**src/rtl/rx_code_group_decoder_if.sv**
```systemverilog
// Code-group receive bus: 10-bit group in, decoded byte plus status out.
// The decoder takes the slave view; whoever feeds it and consumes its results takes the master view.
interface rx_code_group_decoder_if;
  logic [9:0] code_group;
  logic       cg_valid;
  logic [7:0] rxd;
  logic       rx_is_k;
  logic       rx_valid;
  logic       code_err;
  logic       disp_err;
  logic       rd;

  modport master (
    output code_group, cg_valid,
    input  rxd, rx_is_k, rx_valid, code_err, disp_err, rd
  );

  modport slave (
    input  code_group, cg_valid,
    output rxd, rx_is_k, rx_valid, code_err, disp_err, rd
  );
endinterface

```
**src/rtl/rx_code_group_decoder.sv**
```systemverilog
// 1000BASE-X receive 8B/10B decoder: stage 1 table-decodes and classifies sub-blocks,
// stage 2 checks/updates running disparity and registers the outputs.
module rx_code_group_decoder (
  input  logic                    clk,
  input  logic                    mr_main_reset,
  rx_code_group_decoder_if.slave  cg
);

  // {ok, EDCBA}; K28 patterns decode to 28 like data, K-ness is tracked separately
  function automatic logic [5:0] dec_6b(input logic [5:0] c);
    logic [5:0] r;
    r = 6'b000000;
    case (c)
      6'b100111, 6'b011000: r = {1'b1, 5'd0};
      6'b011101, 6'b100010: r = {1'b1, 5'd1};
      6'b101101, 6'b010010: r = {1'b1, 5'd2};
      6'b110001:            r = {1'b1, 5'd3};
      6'b110101, 6'b001010: r = {1'b1, 5'd4};
      6'b101001:            r = {1'b1, 5'd5};
      6'b011001:            r = {1'b1, 5'd6};
      6'b111000, 6'b000111: r = {1'b1, 5'd7};
      6'b111001, 6'b000110: r = {1'b1, 5'd8};
      6'b100101:            r = {1'b1, 5'd9};
      6'b010101:            r = {1'b1, 5'd10};
      6'b110100:            r = {1'b1, 5'd11};
      6'b001101:            r = {1'b1, 5'd12};
      6'b101100:            r = {1'b1, 5'd13};
      6'b011100:            r = {1'b1, 5'd14};
      6'b010111, 6'b101000: r = {1'b1, 5'd15};
      6'b011011, 6'b100100: r = {1'b1, 5'd16};
      6'b100011:            r = {1'b1, 5'd17};
      6'b010011:            r = {1'b1, 5'd18};
      6'b110010:            r = {1'b1, 5'd19};
      6'b001011:            r = {1'b1, 5'd20};
      6'b101010:            r = {1'b1, 5'd21};
      6'b011010:            r = {1'b1, 5'd22};
      6'b111010, 6'b000101: r = {1'b1, 5'd23};
      6'b110011, 6'b001100: r = {1'b1, 5'd24};
      6'b100110:            r = {1'b1, 5'd25};
      6'b010110:            r = {1'b1, 5'd26};
      6'b110110, 6'b001001: r = {1'b1, 5'd27};
      6'b001110:            r = {1'b1, 5'd28};
      6'b101110, 6'b010001: r = {1'b1, 5'd29};
      6'b011110, 6'b100001: r = {1'b1, 5'd30};
      6'b101011, 6'b010100: r = {1'b1, 5'd31};
      6'b001111, 6'b110000: r = {1'b1, 5'd28};
      default:              r = 6'b000000;
    endcase
    return r;
  endfunction

  // {ok, HGF} for data groups; 0111/1000 (alternate 7) accepted anywhere
  function automatic logic [3:0] dec_4b_data(input logic [3:0] c);
    logic [3:0] r;
    r = 4'b0000;
    case (c)
      4'b0100, 4'b1011:                   r = {1'b1, 3'd0};
      4'b1001:                            r = {1'b1, 3'd1};
      4'b0101:                            r = {1'b1, 3'd2};
      4'b1100, 4'b0011:                   r = {1'b1, 3'd3};
      4'b1101, 4'b0010:                   r = {1'b1, 3'd4};
      4'b1010:                            r = {1'b1, 3'd5};
      4'b0110:                            r = {1'b1, 3'd6};
      4'b1110, 4'b0001, 4'b0111, 4'b1000: r = {1'b1, 3'd7};
      default:                            r = 4'b0000;
    endcase
    return r;
  endfunction

  // {ok, HGF} after K28; input is normalised to the 001111 polarity (inverted after 110000)
  function automatic logic [3:0] dec_4b_k28(input logic [3:0] c);
    logic [3:0] r;
    r = 4'b0000;
    case (c)
      4'b0100, 4'b1011: r = {1'b1, 3'd0};
      4'b1001:          r = {1'b1, 3'd1};
      4'b0101:          r = {1'b1, 3'd2};
      4'b0011, 4'b1100: r = {1'b1, 3'd3};
      4'b0010, 4'b1101: r = {1'b1, 3'd4};
      4'b1010:          r = {1'b1, 3'd5};
      4'b0110:          r = {1'b1, 3'd6};
      4'b1000, 4'b0111: r = {1'b1, 3'd7};
      default:          r = 4'b0000;
    endcase
    return r;
  endfunction

  function automatic logic [2:0] ones_6b(input logic [5:0] c);
    logic [2:0] n;
    n = 3'd0;
    for (int i = 0; i < 6; i++) n = n + {2'b00, c[i]};
    return n;
  endfunction

  function automatic logic [2:0] ones_4b(input logic [3:0] c);
    logic [2:0] n;
    n = 3'd0;
    for (int i = 0; i < 4; i++) n = n + {2'b00, c[i]};
    return n;
  endfunction

  logic [5:0] six_s;
  logic [3:0] four_s;
  logic [5:0] d6_s;
  logic [3:0] d4_s;
  logic       is_k28_s;
  logic       is_kx7_s;

  logic       s1_valid_q, s1_valid_d;
  logic [7:0] s1_byte_q,  s1_byte_d;
  logic       s1_k_q,     s1_k_d;
  logic       s1_cerr_q,  s1_cerr_d;
  logic       s1_p6_q,    s1_p6_d;
  logic       s1_n6_q,    s1_n6_d;
  logic       s1_p4_q,    s1_p4_d;
  logic       s1_n4_q,    s1_n4_d;

  logic [7:0] rxd_q,      rxd_d;
  logic       rx_is_k_q,  rx_is_k_d;
  logic       rx_valid_q, rx_valid_d;
  logic       code_err_q, code_err_d;
  logic       disp_err_q, disp_err_d;
  logic       rd_q,       rd_d;
  logic       rd_mid_s;

  assign six_s  = cg.code_group[9:4];
  assign four_s = cg.code_group[3:0];

  // Stage 1: table decode, K detection and sub-block disparity class
  always_comb begin
    d6_s     = dec_6b(six_s);
    is_k28_s = (six_s == 6'b001111) || (six_s == 6'b110000);
    is_kx7_s = ((six_s == 6'b111010) || (six_s == 6'b000101) ||
                (six_s == 6'b110110) || (six_s == 6'b001001) ||
                (six_s == 6'b101110) || (six_s == 6'b010001) ||
                (six_s == 6'b011110) || (six_s == 6'b100001)) &&
               ((four_s == 4'b1000) || (four_s == 4'b0111));
    if (is_k28_s) begin
      d4_s = dec_4b_k28(four_s ^ {4{six_s == 6'b110000}});
    end else begin
      d4_s = dec_4b_data(four_s);
    end
    s1_valid_d = cg.cg_valid;
    if (cg.cg_valid) begin
      s1_byte_d = {d4_s[2:0], d6_s[4:0]};
      s1_k_d    = is_k28_s || is_kx7_s;
      s1_cerr_d = !d6_s[5] || !d4_s[3];
      s1_p6_d   = (ones_6b(six_s) == 3'd4) || (six_s == 6'b111000);
      s1_n6_d   = (ones_6b(six_s) == 3'd2) || (six_s == 6'b000111);
      s1_p4_d   = (ones_4b(four_s) == 3'd3) || (four_s == 4'b1100);
      s1_n4_d   = (ones_4b(four_s) == 3'd1) || (four_s == 4'b0011);
    end else begin
      s1_byte_d = s1_byte_q;
      s1_k_d    = s1_k_q;
      s1_cerr_d = s1_cerr_q;
      s1_p6_d   = s1_p6_q;
      s1_n6_d   = s1_n6_q;
      s1_p4_d   = s1_p4_q;
      s1_n4_d   = s1_n4_q;
    end
  end

  // Stage 2: disparity check against entering rd, then rd after the 6b block
  always_comb begin
    rxd_d      = rxd_q;
    rx_is_k_d  = rx_is_k_q;
    rx_valid_d = 1'b0;
    code_err_d = 1'b0;
    disp_err_d = 1'b0;
    rd_d       = rd_q;
    rd_mid_s   = rd_q;
    if (s1_valid_q) begin
      rx_valid_d = 1'b1;
      if (s1_cerr_q) begin
        code_err_d = 1'b1;
        rxd_d      = 8'h00;
        rx_is_k_d  = 1'b0;
      end else begin
        rd_mid_s   = s1_p6_q ? 1'b1 : (s1_n6_q ? 1'b0 : rd_q);
        rd_d       = s1_p4_q ? 1'b1 : (s1_n4_q ? 1'b0 : rd_mid_s);
        disp_err_d = (s1_p6_q && rd_q) || (s1_n6_q && !rd_q) ||
                     (s1_p4_q && rd_mid_s) || (s1_n4_q && !rd_mid_s);
        rxd_d      = s1_byte_q;
        rx_is_k_d  = s1_k_q;
      end
    end else begin
      rx_valid_d = 1'b0;
    end
  end

  // Pipeline and output registers; reset drops any groups in flight
  always_ff @(posedge clk or negedge mr_main_reset) begin
    if (!mr_main_reset) begin
      s1_valid_q <= 1'b0;
      s1_byte_q  <= 8'h00;
      s1_k_q     <= 1'b0;
      s1_cerr_q  <= 1'b0;
      s1_p6_q    <= 1'b0;
      s1_n6_q    <= 1'b0;
      s1_p4_q    <= 1'b0;
      s1_n4_q    <= 1'b0;
      rxd_q      <= 8'h00;
      rx_is_k_q  <= 1'b0;
      rx_valid_q <= 1'b0;
      code_err_q <= 1'b0;
      disp_err_q <= 1'b0;
      rd_q       <= 1'b0;
    end else begin
      s1_valid_q <= s1_valid_d;
      s1_byte_q  <= s1_byte_d;
      s1_k_q     <= s1_k_d;
      s1_cerr_q  <= s1_cerr_d;
      s1_p6_q    <= s1_p6_d;
      s1_n6_q    <= s1_n6_d;
      s1_p4_q    <= s1_p4_d;
      s1_n4_q    <= s1_n4_d;
      rxd_q      <= rxd_d;
      rx_is_k_q  <= rx_is_k_d;
      rx_valid_q <= rx_valid_d;
      code_err_q <= code_err_d;
      disp_err_q <= disp_err_d;
      rd_q       <= rd_d;
    end
  end

  assign cg.rxd      = rxd_q;
  assign cg.rx_is_k  = rx_is_k_q;
  assign cg.rx_valid = rx_valid_q;
  assign cg.code_err = code_err_q;
  assign cg.disp_err = disp_err_q;
  assign cg.rd       = rd_q;

endmodule

```
**src/flat_wrapper.sv**
```systemverilog
// flat-port wrapper written by rule: the top's interface ports become plain ports
module rx_code_group_decoder_flat 
  (clk, mr_main_reset, cg_code_group, cg_cg_valid, cg_rxd, cg_rx_is_k, cg_rx_valid, cg_code_err, cg_disp_err, cg_rd);
  rx_code_group_decoder_if cg_i ();
  input  logic clk;
  input  logic mr_main_reset;
  input wire logic [$bits(cg_i.code_group)-1:0] cg_code_group;
  input wire logic [$bits(cg_i.cg_valid)-1:0] cg_cg_valid;
  output wire logic [$bits(cg_i.rxd)-1:0] cg_rxd;
  output wire logic [$bits(cg_i.rx_is_k)-1:0] cg_rx_is_k;
  output wire logic [$bits(cg_i.rx_valid)-1:0] cg_rx_valid;
  output wire logic [$bits(cg_i.code_err)-1:0] cg_code_err;
  output wire logic [$bits(cg_i.disp_err)-1:0] cg_disp_err;
  output wire logic [$bits(cg_i.rd)-1:0] cg_rd;
  assign cg_i.code_group = cg_code_group;
  assign cg_i.cg_valid = cg_cg_valid;
  assign cg_rxd = cg_i.rxd;
  assign cg_rx_is_k = cg_i.rx_is_k;
  assign cg_rx_valid = cg_i.rx_valid;
  assign cg_code_err = cg_i.code_err;
  assign cg_disp_err = cg_i.disp_err;
  assign cg_rd = cg_i.rd;
  rx_code_group_decoder u_core (.clk(clk), .mr_main_reset(mr_main_reset), .cg(cg_i));
endmodule
```
**config.mk**
```make
export PLATFORM = sky130hd
export DESIGN_NAME = rx_code_group_decoder_flat
export DESIGN_NICKNAME = d
export VERILOG_FILES = /design/src/rtl/rx_code_group_decoder_if.sv /design/src/rtl/rx_code_group_decoder.sv /design/src/flat_wrapper.sv
export SDC_FILE = /design/constraint.sdc
export NUM_CORES = 1
export LEC_CHECK = 0
export ABC_CLOCK_PERIOD_IN_PS = 1700
export BUFFER_PORTS_ARGS = -buffer_cell sky130_fd_sc_hd__buf_2
export CORE_MARGIN = 5
export CORE_UTILIZATION = 40
export DETAILED_ROUTE_END_ITERATION = 8
export PLACE_DENSITY = 0.65
export SLEW_MARGIN = 40
export SYNTH_ARGS = -nofsm -noshare
export SYNTH_HDL_FRONTEND = slang
export SYNTH_SLANG_ARGS = --single-unit
```
**constraint.sdc**
```tcl
create_clock -name clk -period 1.7 [get_ports clk]
set_input_delay 0.17 -clock clk [delete_from_list [all_inputs] [get_ports clk]]
set_output_delay 0.17 -clock clk [all_outputs]
set_load 0.1 [all_outputs]
```
---- Word level (Yosys, flattened, before mapping) ----
Memory sizes are Yosys's and may differ from the RTL's.
Cells that the tools add are included.
storage, ports and cells
  memories kept ........................... 3
  bits in read-only memories .............. 512
  logic and storage cells ................. 87
  register bits ........................... 28
  bits of input ports ..................... 13
memory list
  memory           words  width  read ports  clocked after memory_dff  write ports  RTL line                     text
  (no name shown)  64     6      1           0                         0            rx_code_group_decoder.sv:13  case (c)
  (no name shown)  16     4      1           0                         0            rx_code_group_decoder.sv:74  case (c)
  (no name shown)  16     4      1           0                         0            rx_code_group_decoder.sv:56  case (c)
cells by class
  reductions and logical operators ........ 28
  muxes and demuxes ....................... 12
  equality and inequality tests ........... 20
  add/subtract/negate cells ............... 8
  bitwise logic cells ..................... 2
operators with widths
  kind                                           number
  == test 6 bit, second input constant           6
  adder 3 x 1 -> 3 bit                           6
  logical OR 1 bit                               18
  == test 6 x 3 -> 1 bit, second input constant  2
  == test 6 x 4 -> 1 bit, second input constant  2
  == test 6 x 5 -> 1 bit, second input constant  2
  two-way mux 1 bit                              10
  == test 4 bit, second input constant           2
  two-way mux 8 bit                              1
  == test 3 x 2 -> 1 bit, second input constant  2
  logical AND 1 bit                              5
  adder 1 x 1 -> 2 bit                           2
  == test 4 x 2 -> 1 bit, second input constant  1
  == test 4 x 3 -> 1 bit, second input constant  1
  zero test 1 bit                                4
  two-way mux 4 bit                              1
  XOR 4 bit                                      1
  == test 3 x 1 -> 1 bit, second input constant  1
  == test 3 bit, second input constant           1
  AND reduction 2 bit                            1
  inverter 1 bit                                 1

---- Longest topological paths before layout ----
Gate-level depths: netlist of the first run.
  depth in word-level cells ............... 10
  gate-level depth with buffers ........... 10
  depth with buffers taken out ............ 10

---- Worst setup path after synthesis of the first run ----
OpenSTA, ideal clock, no wires.
  path type ............................... input-to-reg
  start point ............................. input cg_code_group[5]
  end point ............................... register u_core.s1_p6_q
  path buffers ............................ 0
  stages on the path ...................... 10
  data arrival time ....................... 2.320 ns
  path slack .............................. -0.697 ns
  cells stage by stage .................... inv_1 ha_1 inv_1 fa_1 inv_1 fa_1 fa_1 nor3b_1 a21oi_1 a21oi_1
on the way
  word-level cells in the longest chain between the ends .. 7
  elaborated cells on any way between the ends .. 8
ends and longest elaborated chain
  element                             RTL line                      text
  start: declaration                  flat_wrapper.sv:7             input wire logic [$bits(cg_i.code_group)-1:0] cg_code_group;
  adder 1 x 1 -> 2 bit                rx_code_group_decoder.sv:91   for (int i = 0; i < 6; i++) n = n + {2'b00, c[i]};
  adder 3 x 1 -> 3 bit (4 in series)  rx_code_group_decoder.sv:91
  == test 3 bit                       rx_code_group_decoder.sv:148  s1_p6_d = (ones_6b(six_s) == 3'd4) || (six_s == 6'b111000);
  logical OR 1 bit (*)                rx_code_group_decoder.sv:148
  end signal: assignment              rx_code_group_decoder.sv:213  s1_p6_q <= s1_p6_d;
  end: declaration                    rx_code_group_decoder.sv:113  logic s1_p6_q, s1_p6_d;
Every way passes the cells marked *; elsewhere a longest branch is shown, timed or not.
A chain may end at the register's enable or synchronous reset.

---- Final worst setup path of the first run ----
Same ends and word-level chain as after synthesis.

==> metrics, run 1 <==
status=finished with violations; failing checks=setup timing; worst r2r src=u_core.s1_cerr_q$_DFFE_PN0P_; Vias=2,073; period utilization=122%; slew margin rel.=60.7%; synth top area cells=dfrtp_1 (31%), o21ai_0 (6.2%), ha_1 (5.5%); CP arrival=2.23 ns; slowest stage delay, CP=0.52 ns; largest area contributor in the netlist=dfrtp_1; vias in the first global route=1,957; worst clock skew=0.00831 ns; Fin. Hold Viols=0; Die X=85.5 um; Mapped Cells=275; Synth Register Bits=28; unrepaired setup endpoints after global routing=yes; initial antenna violation count=0; gr ovfl total=0; Die ar.=7310 um2; Sink Count=28; antenna fix cells=0; CP Launch Type=input pin; Synth Warn #=0; sum of negative setup slack=-0.711 ns; ys async rst share=100%; CTS clock-pin slew for the worst setup and hold paths=0.09 ns; drt drc=0; worst path bufs/invs=4; slew of the pin with the lowest slew margin=0.590 ns; Post-synth top cells=nor2_1 (31), dfrtp_1 (28), o21ai_0 (28); EDFF count, synth=0; CP Max Fanout=2; clk_lat worst skew=0.27 ns; Via density=5.22; Slew Viols, Final=0; count leader, synth=nor2_1; drt initial violations=76; layout cells sized above 1=26.2%; endpoints failing setup=2; placed inst area=2670 um2; Setup WS post-layout=-0.376 ns; synth-to-layout area growth=23.1%; hold wc startpoint=cg_cg_valid; Max-cap violations=0; clock buffer depth=2; global-route wire length before repair=8830 um; routability congestion estimate=0.839; slowest stage cell, crit path=fa_1; CTS Buf Count=3; crit-path leading delay family=adder cells; Mapped Nets=302; average routed wire per standard cell=12.8 um; final wirelength=5070 um; Initial Util=41.4%; post-route antenna net violation count=0; Synth cell types=56; CP Capture Type=flop; Final #Nets=353; crit path from=cg_code_group[5]; kind of critical path=in -> reg; H-tree depth=1; Avg Cell Area, Syn=8.29 um2; crit path cell chain=buf_8, inv_4, ha_4, inv_2, fa_1, inv_1, fa_2, fa_1, nor3b_2, a21oi_1, a21oi_1; top-level I/O count=26; Main synth FF type=dfrtp_1; worst path required time=1.86 ns; HP Class=in -> reg; drt pass-1 iters=4; worst vdd ir=411 uV; minimum clock period=2.08 ns; core box area=5510 um2; row cnt=27; Mapped Area=2280 um2; largest net degree at the start of global routing=29; Layout Cells excl Fill=397; clock root buffer=clkbuf_8; Port-buffer cells=25; overall power=2240 uW; Synth top area share=30.8%; detailed placement HPWL=4020 um; fmax=482 MHz; Placed Instances=390; Finished Cell Area=2810 um2; leakage=0.00125 uW; die height=85.5 um; Total GRT Usage=14.4%; Seq/Total Area, Yosys=30.8%; PwrDens=798 nW/um2; TritonCTS clock tree=done
[power breakdown]
| part | internal [uW] | switching [uW] |
|---|---|---|
| combinational | 290 | 625 |
| clock | 315 | 191 |
| sequential | 754 | 63.6 |
[per-layer routing]
metal / GRT usage [%] / vias up / routed length (um)
li1: - / 1084 / -
met1: 20.7 / 936 / 2460
met2: 22.7 / 47 / 2240
met3: 1.36 / 6 / 302
met4: 4.60 / 0 / 71
met5: 0 / - / 0
[flip-flops by register name, summed over array words and instances, names as in the netlist]
register            cells
u_core.cg.disp_err      1
u_core.s1_cerr_q        1
u_core.cg.rx_valid      1
u_core.s1_p4_q          1
u_core.s1_valid_q       1
u_core.s1_k_q           1
u_core.s1_byte_q        8
u_core.cg.code_err      1
u_core.cg.rd            1
u_core.s1_p6_q          1
u_core.cg.rx_is_k       1
u_core.cg.rxd           8
u_core.s1_n6_q          1
u_core.s1_n4_q          1
[per-stage QoR]
stage,setup slack [ns],hold slack [ns],utilization (%)
2_1_floorplan,-0.600,-0.126,-
3_3_place_gp,-0.701,0.209,48.4
3_5_place_dp,-0.788,0.205,48.4
4_1_cts,-0.377,0.161,50.7
5_1_grt,-0.454,0.167,50.9
6_report,-0.376,0.168,50.9
[timing repair]
action / 4_1_cts / 5_1_grt
gates resized for setup: 10 / 2
cloned: 0 / 0
buffers inserted: 2 / 1
setup endpoints to repair: 2 / 4
hold buffers: 1 / 0
endpoints found under the hold margin: 28 / 0
pin swaps: 2 / 4
[path summary, 6_finish.rpt]
kind	cells past startpoint	slack, ns	endpoint
max in group asynchronous	2	0.87	u_core.s1_byte_q[0]$_DFFE_PN0P_
worst min register to register	2	0.49	u_core.cg.rxd[7]$_DFFE_PN0P_
worst max register to register	3	0.49	u_core.cg.rd$_DFFE_PN0P_
worst max-delay path	11	-0.38	u_core.s1_p6_q$_DFFE_PN0P_
min in group asynchronous	2	0.44	u_core.cg.rxd[6]$_DFFE_PN0P_
worst min-delay path	2	0.17	u_core.s1_byte_q[3]$_DFFE_PN0P_
[cell families (layout without fill, tap and decap cells)]
group / after synthesis / after routing / synth area share (%)
XOR/XNOR: 2 / 2 / 0.769
adder cells (fa/ha/maj): 14 / 14 / 9.01
buffers and inverters: 43 / 93 / 9.72
multiplexers: 4 / 4 / 2.03
flip-flops: 28 / 28 / 30.8
AO/OA/AOI/OAI: 97 / 97 / 28.3
AND/OR/NAND/NOR: 87 / 87 / 19.4
[area by class of cell]
type                            instances  area (um2)
Clock inverter                          1        30.0
Inverter                               25        98.8
Timing Repair Buffer                   64         440
Fill cell                             534        2700
Tap cell                               72        90.1
Multi-Input combinational cell        204        1400
Clock buffer                            3        41.3
Sequential cell                        28         701
[cells in the final DEF (no fill, tap or decap), types with 2 or more instances in the layout]
master | synthesis | final
a41oi_1 | 3 | 3
and2_1 | 3 | 3
inv_2 | 0 | 2
buf_8 | 1 | 2
mux2i_1 | 2 | 2
nor2_1 | 31 | 31
o211ai_1 | 2 | 2
dfrtp_1 | 28 | 28
nand2_1 | 15 | 15
ha_4 | 0 | 2
o22ai_1 | 2 | 2
a21oi_1 | 21 | 21
a211oi_1 | 4 | 4
nor2b_1 | 10 | 10
fa_1 | 4 | 3
inv_1 | 25 | 21
a31oi_1 | 6 | 6
ha_1 | 10 | 8
nand3_1 | 5 | 5
o21ai_0 | 28 | 28
o2bb2ai_1 | 3 | 3
a221oi_1 | 2 | 2
nor3b_2 | 0 | 2
a32oi_1 | 3 | 3
o31ai_1 | 2 | 2
o2111ai_1 | 3 | 3
buf_4 | 1 | 38
nor3b_1 | 5 | 3
buf_2 | 6 | 23
and3_1 | 2 | 2
a22oi_1 | 3 | 3
inv_4 | 0 | 2
nand2b_1 | 2 | 2
a211o_1 | 3 | 3
nand3b_1 | 7 | 7
clkbuf_8 | 3 | 3
xor2_1 | 2 | 2
Power figures use the tool's default switching activity.
==> run 2, diff against run 1 <==
Settings changed: RECOVER_POWER set to 50.
==> run 2 against run 1 <==
The flow still finishes with violations (setup timing); first-iteration DRC count is the same; core utilization down 0.068 points; cell count is the same; final area fell by 0.13%; total power about the same; fmax hardly changed; combinational power is essentially flat; critical endpoint unchanged.
==> metrics, run 2 (synthesis gave the netlist of run 1 again) <==
worst path bufs/invs=4 (unchanged); most common cell after layout, fill and taps aside=buf_4 (unchanged); final wirelength=5070 um (about the same); post-route antenna net violation count=0 (unchanged); Slew Viols, Final=0 (unchanged); Layout Cells excl Fill=397 (unchanged); unrepaired setup endpoints after global routing=yes (unchanged); fmax=482 MHz (about the same); r2r setup slk=0.49 ns (about the same); worst path required time=1.86 ns (about the same); Final #Nets=353 (unchanged); leakage=0.00125 uW (about the same); Initial Util=41.4% (unchanged); PwrDens=798 nW/um2 (about the same); HP Class=in -> reg (unchanged); status=finished with violations (unchanged); clock root buffer=clkbuf_8 (unchanged); slew of the pin with the lowest slew margin=0.659 ns (was 0.590 ns); Sink Count=28 (unchanged); most frequent cells in the layout=buf_4 (37), nor2_1 (31), o21ai_0 (28), dfrtp_1 (28), buf_2 (22) (was buf_4 (38), nor2_1 (31), o21ai_0 (28), dfrtp_1 (28), buf_2 (23)); slowest stage delay, CP=0.52 ns (about the same); CTS clock-pin slew for the worst setup and hold paths=0.09 ns (about the same); vias in the first global route=1,957 (unchanged); Total GRT Usage=14.4% (unchanged); layout cells sized above 1=25.8% (was 26.2%); filler instances=533 (was 534); H-tree depth=1 (unchanged); detailed placement HPWL=4020 um (unchanged); routability congestion estimate=0.839 (unchanged); Die ar.=7310 um2 (unchanged); CP Launch Type=input pin (unchanged); area of the multi-input gates=1400 um2 (unchanged); storage element area=701 um2 (unchanged); synth-to-layout area growth=23.0% (was 23.1%); antenna fix cells=0 (unchanged); Hold Worst Slack=0.168 ns (about the same); kind of critical path=in -> reg (unchanged); worst vdd ir=411 uV (about the same); top-level I/O count=26 (unchanged); CP Max Fanout=2 (unchanged); Die X=85.5 um (unchanged); slew margin rel.=56.0% (was 60.7%); crit path cell chain=buf_8, inv_4, ha_4, inv_2, fa_1, inv_1, fa_2, fa_1, nor3b_2, a21oi_1, a21oi_1 (unchanged); die height=85.5 um (unchanged); gr ovfl total=0 (unchanged); global-route wire length before repair=8830 um (unchanged); Placed Instances=390 (unchanged); drt initial violations=76 (unchanged); largest net degree at the start of global routing=29 (unchanged); drt pass-1 iters=4 (unchanged); average routed wire per standard cell=12.8 um (about the same); minimum clock period=2.08 ns (about the same); failing checks=setup timing (unchanged); Place WS=-0.788 ns (unchanged); overall power=2240 uW (about the same); endpoints failing setup=2 (unchanged); Fin. Hold Viols=0 (unchanged); clk_lat worst skew=0.27 ns (about the same); Port-buffer cells=25 (unchanged); Setup WS post-layout=-0.376 ns (about the same); clock buffer depth=2 (unchanged); CP arrival=2.23 ns (about the same); Vias=2,074 (was 2,073); drt drc=0 (unchanged); core box area=5510 um2 (unchanged); worst clock skew=0.00819 ns (was 0.00831 ns); Max-cap violations=0 (unchanged); CTS Buf Count=3 (unchanged); initial antenna violation count=0 (unchanged); Via density=5.22 (about the same); TritonCTS clock tree=done (unchanged); period utilization=122% (about the same); slowest stage cell, crit path=fa_1 (unchanged); CP Capture Type=flop (unchanged); row cnt=27 (unchanged); crit-path leading delay family=adder cells (unchanged)
-- run 2: changes by cell type in the layout (fill, tap and decap cells not counted), sizes merged --
cell	previous run	this run
clkbuf	3	5
buf	63	61
-- run 2: report_power, final --
group          total, uW  internal [uW]  switching, uW
Sequential           818            754           63.6
Clock                506            315            191
Combinational        913            289            625
-- run 2: cell type report --
type                       instances  area share, %
timing repair buffer              64           15.6
multi-input combinational        204           50.1
clock inverter                     1           1.07
sequential                        28           25.0
inverter                          25           3.53
tap                               72           3.22
clock buffer                       3           1.47
-- run 2: path summary, 6_finish.rpt --
path / cells after the start / from / to
min: 2 / cg_cg_valid / u_core.s1_byte_q[3]$_DFFE_PN0P_
min reg2reg: 2 / u_core.s1_byte_q[7]$_DFFE_PN0P_ / u_core.cg.rxd[7]$_DFFE_PN0P_
max in group asynchronous: 2 / mr_main_reset / u_core.s1_byte_q[0]$_DFFE_PN0P_
min in group asynchronous: 2 / mr_main_reset / u_core.cg.rxd[6]$_DFFE_PN0P_
max: 11 / cg_code_group[5] / u_core.s1_p6_q$_DFFE_PN0P_
max reg2reg: 3 / u_core.s1_cerr_q$_DFFE_PN0P_ / u_core.cg.rd$_DFFE_PN0P_
-- run 2: what timing repair did --
action,4_1_cts,5_1_grt
hold buffers,1,0
hold endpoints to repair,28,0
endpoints found under the setup margin,2,4
resized for setup,10,2
buffers inserted,2,1
pin swaps,2,4
cloned,0,0
-- run 2: metrics by stage --
stage | instance area (um2) | TNS [ns] | utilization (%)
2_1_floorplan | 2310 | -1.11 | -
3_3_place_gp | 2670 | -1.78 | 48.4
3_5_place_dp | 2670 | -2.17 | 48.4
4_1_cts | 2790 | -0.705 | 50.7
5_1_grt | 2800 | -0.896 | 50.9
6_report | 2800 | -0.711 | 50.9
-- run 2: layer usage --
| metal | vias up | routed length [um] | GRT usage (%) |
|---|---|---|---|
| met3 | 6 | 302 | 1.36 |
| met5 | - | 0 | 0 |
| met4 | 0 | 71 | 4.60 |
| met1 | 935 | 2460 | 20.7 |
| met2 | 47 | 2240 | 22.7 |
| li1 | 1086 | - | - |
==> run 3, diff against run 2 <==
Settings changed: CORE_UTILIZATION 40 to 25, PLACE_DENSITY 0.65 to 0.48, SKIP_CTS_REPAIR_TIMING set to 1, TNS_END_PERCENT set to 30.
==> run 3 against run 2 <==
The flow still finishes with violations (setup timing); largest cell class unchanged; worst setup slack worse by 0.071 ns; first-iteration DRC count grew 39%; via count up 1.5%; total power increased by 1.7%; largest power group unchanged; non-clock buffer count is 1 higher; critical path depth is the same.
==> metrics, run 3 (synthesis gave the netlist of run 1 again) <==
PwrDens=800 nW/um2 (was 798 nW/um2); CP Launch Type=input pin (unchanged); period utilization=126% (was 122%); routability congestion estimate=0.865 (was 0.839); worst clock skew=0.00557 ns (was 0.00819 ns); sum of negative setup slack=-0.846 ns (was -0.711 ns); endpoints failing setup=2 (unchanged); CP Capture Type=flop (unchanged); leakage=0.00125 uW (about the same); clock buffer depth=2 (unchanged); Via density=4.85 (was 5.22); clk_lat worst skew=0.28 ns (was 0.27 ns); detailed placement HPWL=4520 um (was 4020 um); Die ar.=11,100 um2 (was 7310 um2); drt initial violations=106 (was 76); Sink Count=28 (unchanged); row cnt=34 (was 27); Die X=105 um (was 85.5 um); layout cells sized above 1=26.1% (was 25.8%); CTS clock-pin slew for the worst setup and hold paths=0.10 ns (was 0.09 ns); Slew Viols, Final=0 (unchanged); average routed wire per standard cell=13.5 um (was 12.8 um); Port-buffer cells=25 (unchanged); top-level I/O count=26 (unchanged); CTS Buf Count=3 (unchanged); vias in the first global route=1,984 (was 1,957); Final #Nets=354 (was 353); minimum clock period=2.15 ns (was 2.08 ns); die height=105 um (was 85.5 um); slew of the pin with the lowest slew margin=0.671 ns (was 0.659 ns); core box area=8810 um2 (was 5510 um2); kind of critical path=in -> reg (unchanged); Finished Cell Area=2840 um2 (was 2800 um2); synth-to-layout area growth=24.8% (was 23.0%); CP arrival=2.36 ns (was 2.23 ns); largest net degree at the start of global routing=29 (unchanged); CP Max Fanout=2 (unchanged); global-route wire length before repair=9980 um (was 8830 um); hold path depth=3 (was 2); clock root buffer=clkbuf_8 (unchanged); failing checks=setup timing (unchanged); R2R cell count=3 (unchanged); worst path required time=1.91 ns (was 1.86 ns); most common cell after layout, fill and taps aside=buf_4 (unchanged); most frequent cells in the layout=buf_4 (38), nor2_1 (31), dfrtp_1 (28) (was buf_4 (37), nor2_1 (31), o21ai_0 (28), dfrtp_1 (28), buf_2 (22)); slew margin rel.=55.3% (was 56.0%); final wirelength=5870 um (was 5070 um); Initial Util=25.9% (was 41.4%); Total GRT Usage=10.8% (was 14.4%); unrepaired setup endpoints after global routing=yes (unchanged); Fin. Hold Viols=0 (unchanged); TritonCTS clock tree=done (unchanged); gr ovfl total=0 (unchanged); status=finished with violations (unchanged); H-tree depth=1 (unchanged); Max-cap violations=0 (unchanged); Vias=2,105 (was 2,074); drt pass-1 iters=4 (unchanged); HP Class=in -> reg (unchanged); drt drc=0 (unchanged); initial antenna violation count=0 (unchanged); post-route antenna net violation count=0 (unchanged); Setup WS post-layout=-0.447 ns (was -0.376 ns); fmax=466 MHz (was 482 MHz); antenna fix cells=0 (unchanged); placed inst area=2700 um2 (was 2670 um2); worst vdd ir=321 uV (was 411 uV)
run 3: final timing paths:
kind | from | endpoint | slack [ns]
setup / recovery | cg_code_group[5] | u_core.s1_p6_q$_DFFE_PN0P_ | -0.45
hold / removal | cg_cg_valid | u_core.s1_byte_q[3]$_DFFE_PN0P_ | 0.24
setup reg to reg | u_core.s1_cerr_q$_DFFE_PN0P_ | u_core.cg.rd$_DFFE_PN0P_ | 0.45
hold reg to reg | u_core.s1_k_q$_DFFE_PN0P_ | u_core.cg.rx_is_k$_DFFE_PN0P_ | 0.50
max in group asynchronous | mr_main_reset | u_core.s1_byte_q[1]$_DFFE_PN0P_ | 0.82
min in group asynchronous | mr_main_reset | u_core.cg.rxd[5]$_DFFE_PN0P_ | 0.45
run 3: power by group:
group / internal (uW) / switching (uW)
clock network: 316 / 208
registers: 754 / 66.2
logic: 292 / 639
run 3: cell type report:
cell class	count	area, um2
Clock inverter	1	30.0
Fill cell	938	5960
Clock buffer	3	41.3
Inverter	25	101
Sequential cell	28	701
Tap cell	108	135
Timing Repair Buffer	65	440
Multi-Input combinational cell	204	1400
run 3: stage by stage:
| step | utilization [%] | setup WS [ns] | total power, uW | hold slack, ns | cells |
|---|---|---|---|---|---|
| floorplan | - | -0.641 | 1510 | -0.126 | 275 |
| global placement | 30.7 | -0.769 | 1730 | 0.217 | 427 |
| detailed placement | 30.7 | -0.826 | 1740 | 0.221 | 427 |
| CTS | 31.5 | -0.524 | 2270 | -0.0902 | 431 |
| global route | 32.3 | -0.541 | 2400 | 0.255 | 434 |
| finish | 32.3 | -0.447 | 2270 | 0.237 | 434 |
run 3: metal layers:
metal	global-route usage, %	wire, um	vias to the layer above
met4	3.37	65	0
met3	1.53	244	4
met2	16.0	2610	49
met5	0	0	-
li1	-	-	1086
met1	16.1	2950	966
run 3: worst max-delay path: stages:
cell	delay, ns
buf_6	0.08
inv_4	0.03
ha_4	0.27
inv_4	0.03
fa_1	0.51
inv_2	0.04
fa_2	0.35
fa_1	0.49
nor3b_2	0.22
a21oi_2	0.05
a21oi_1	0.11
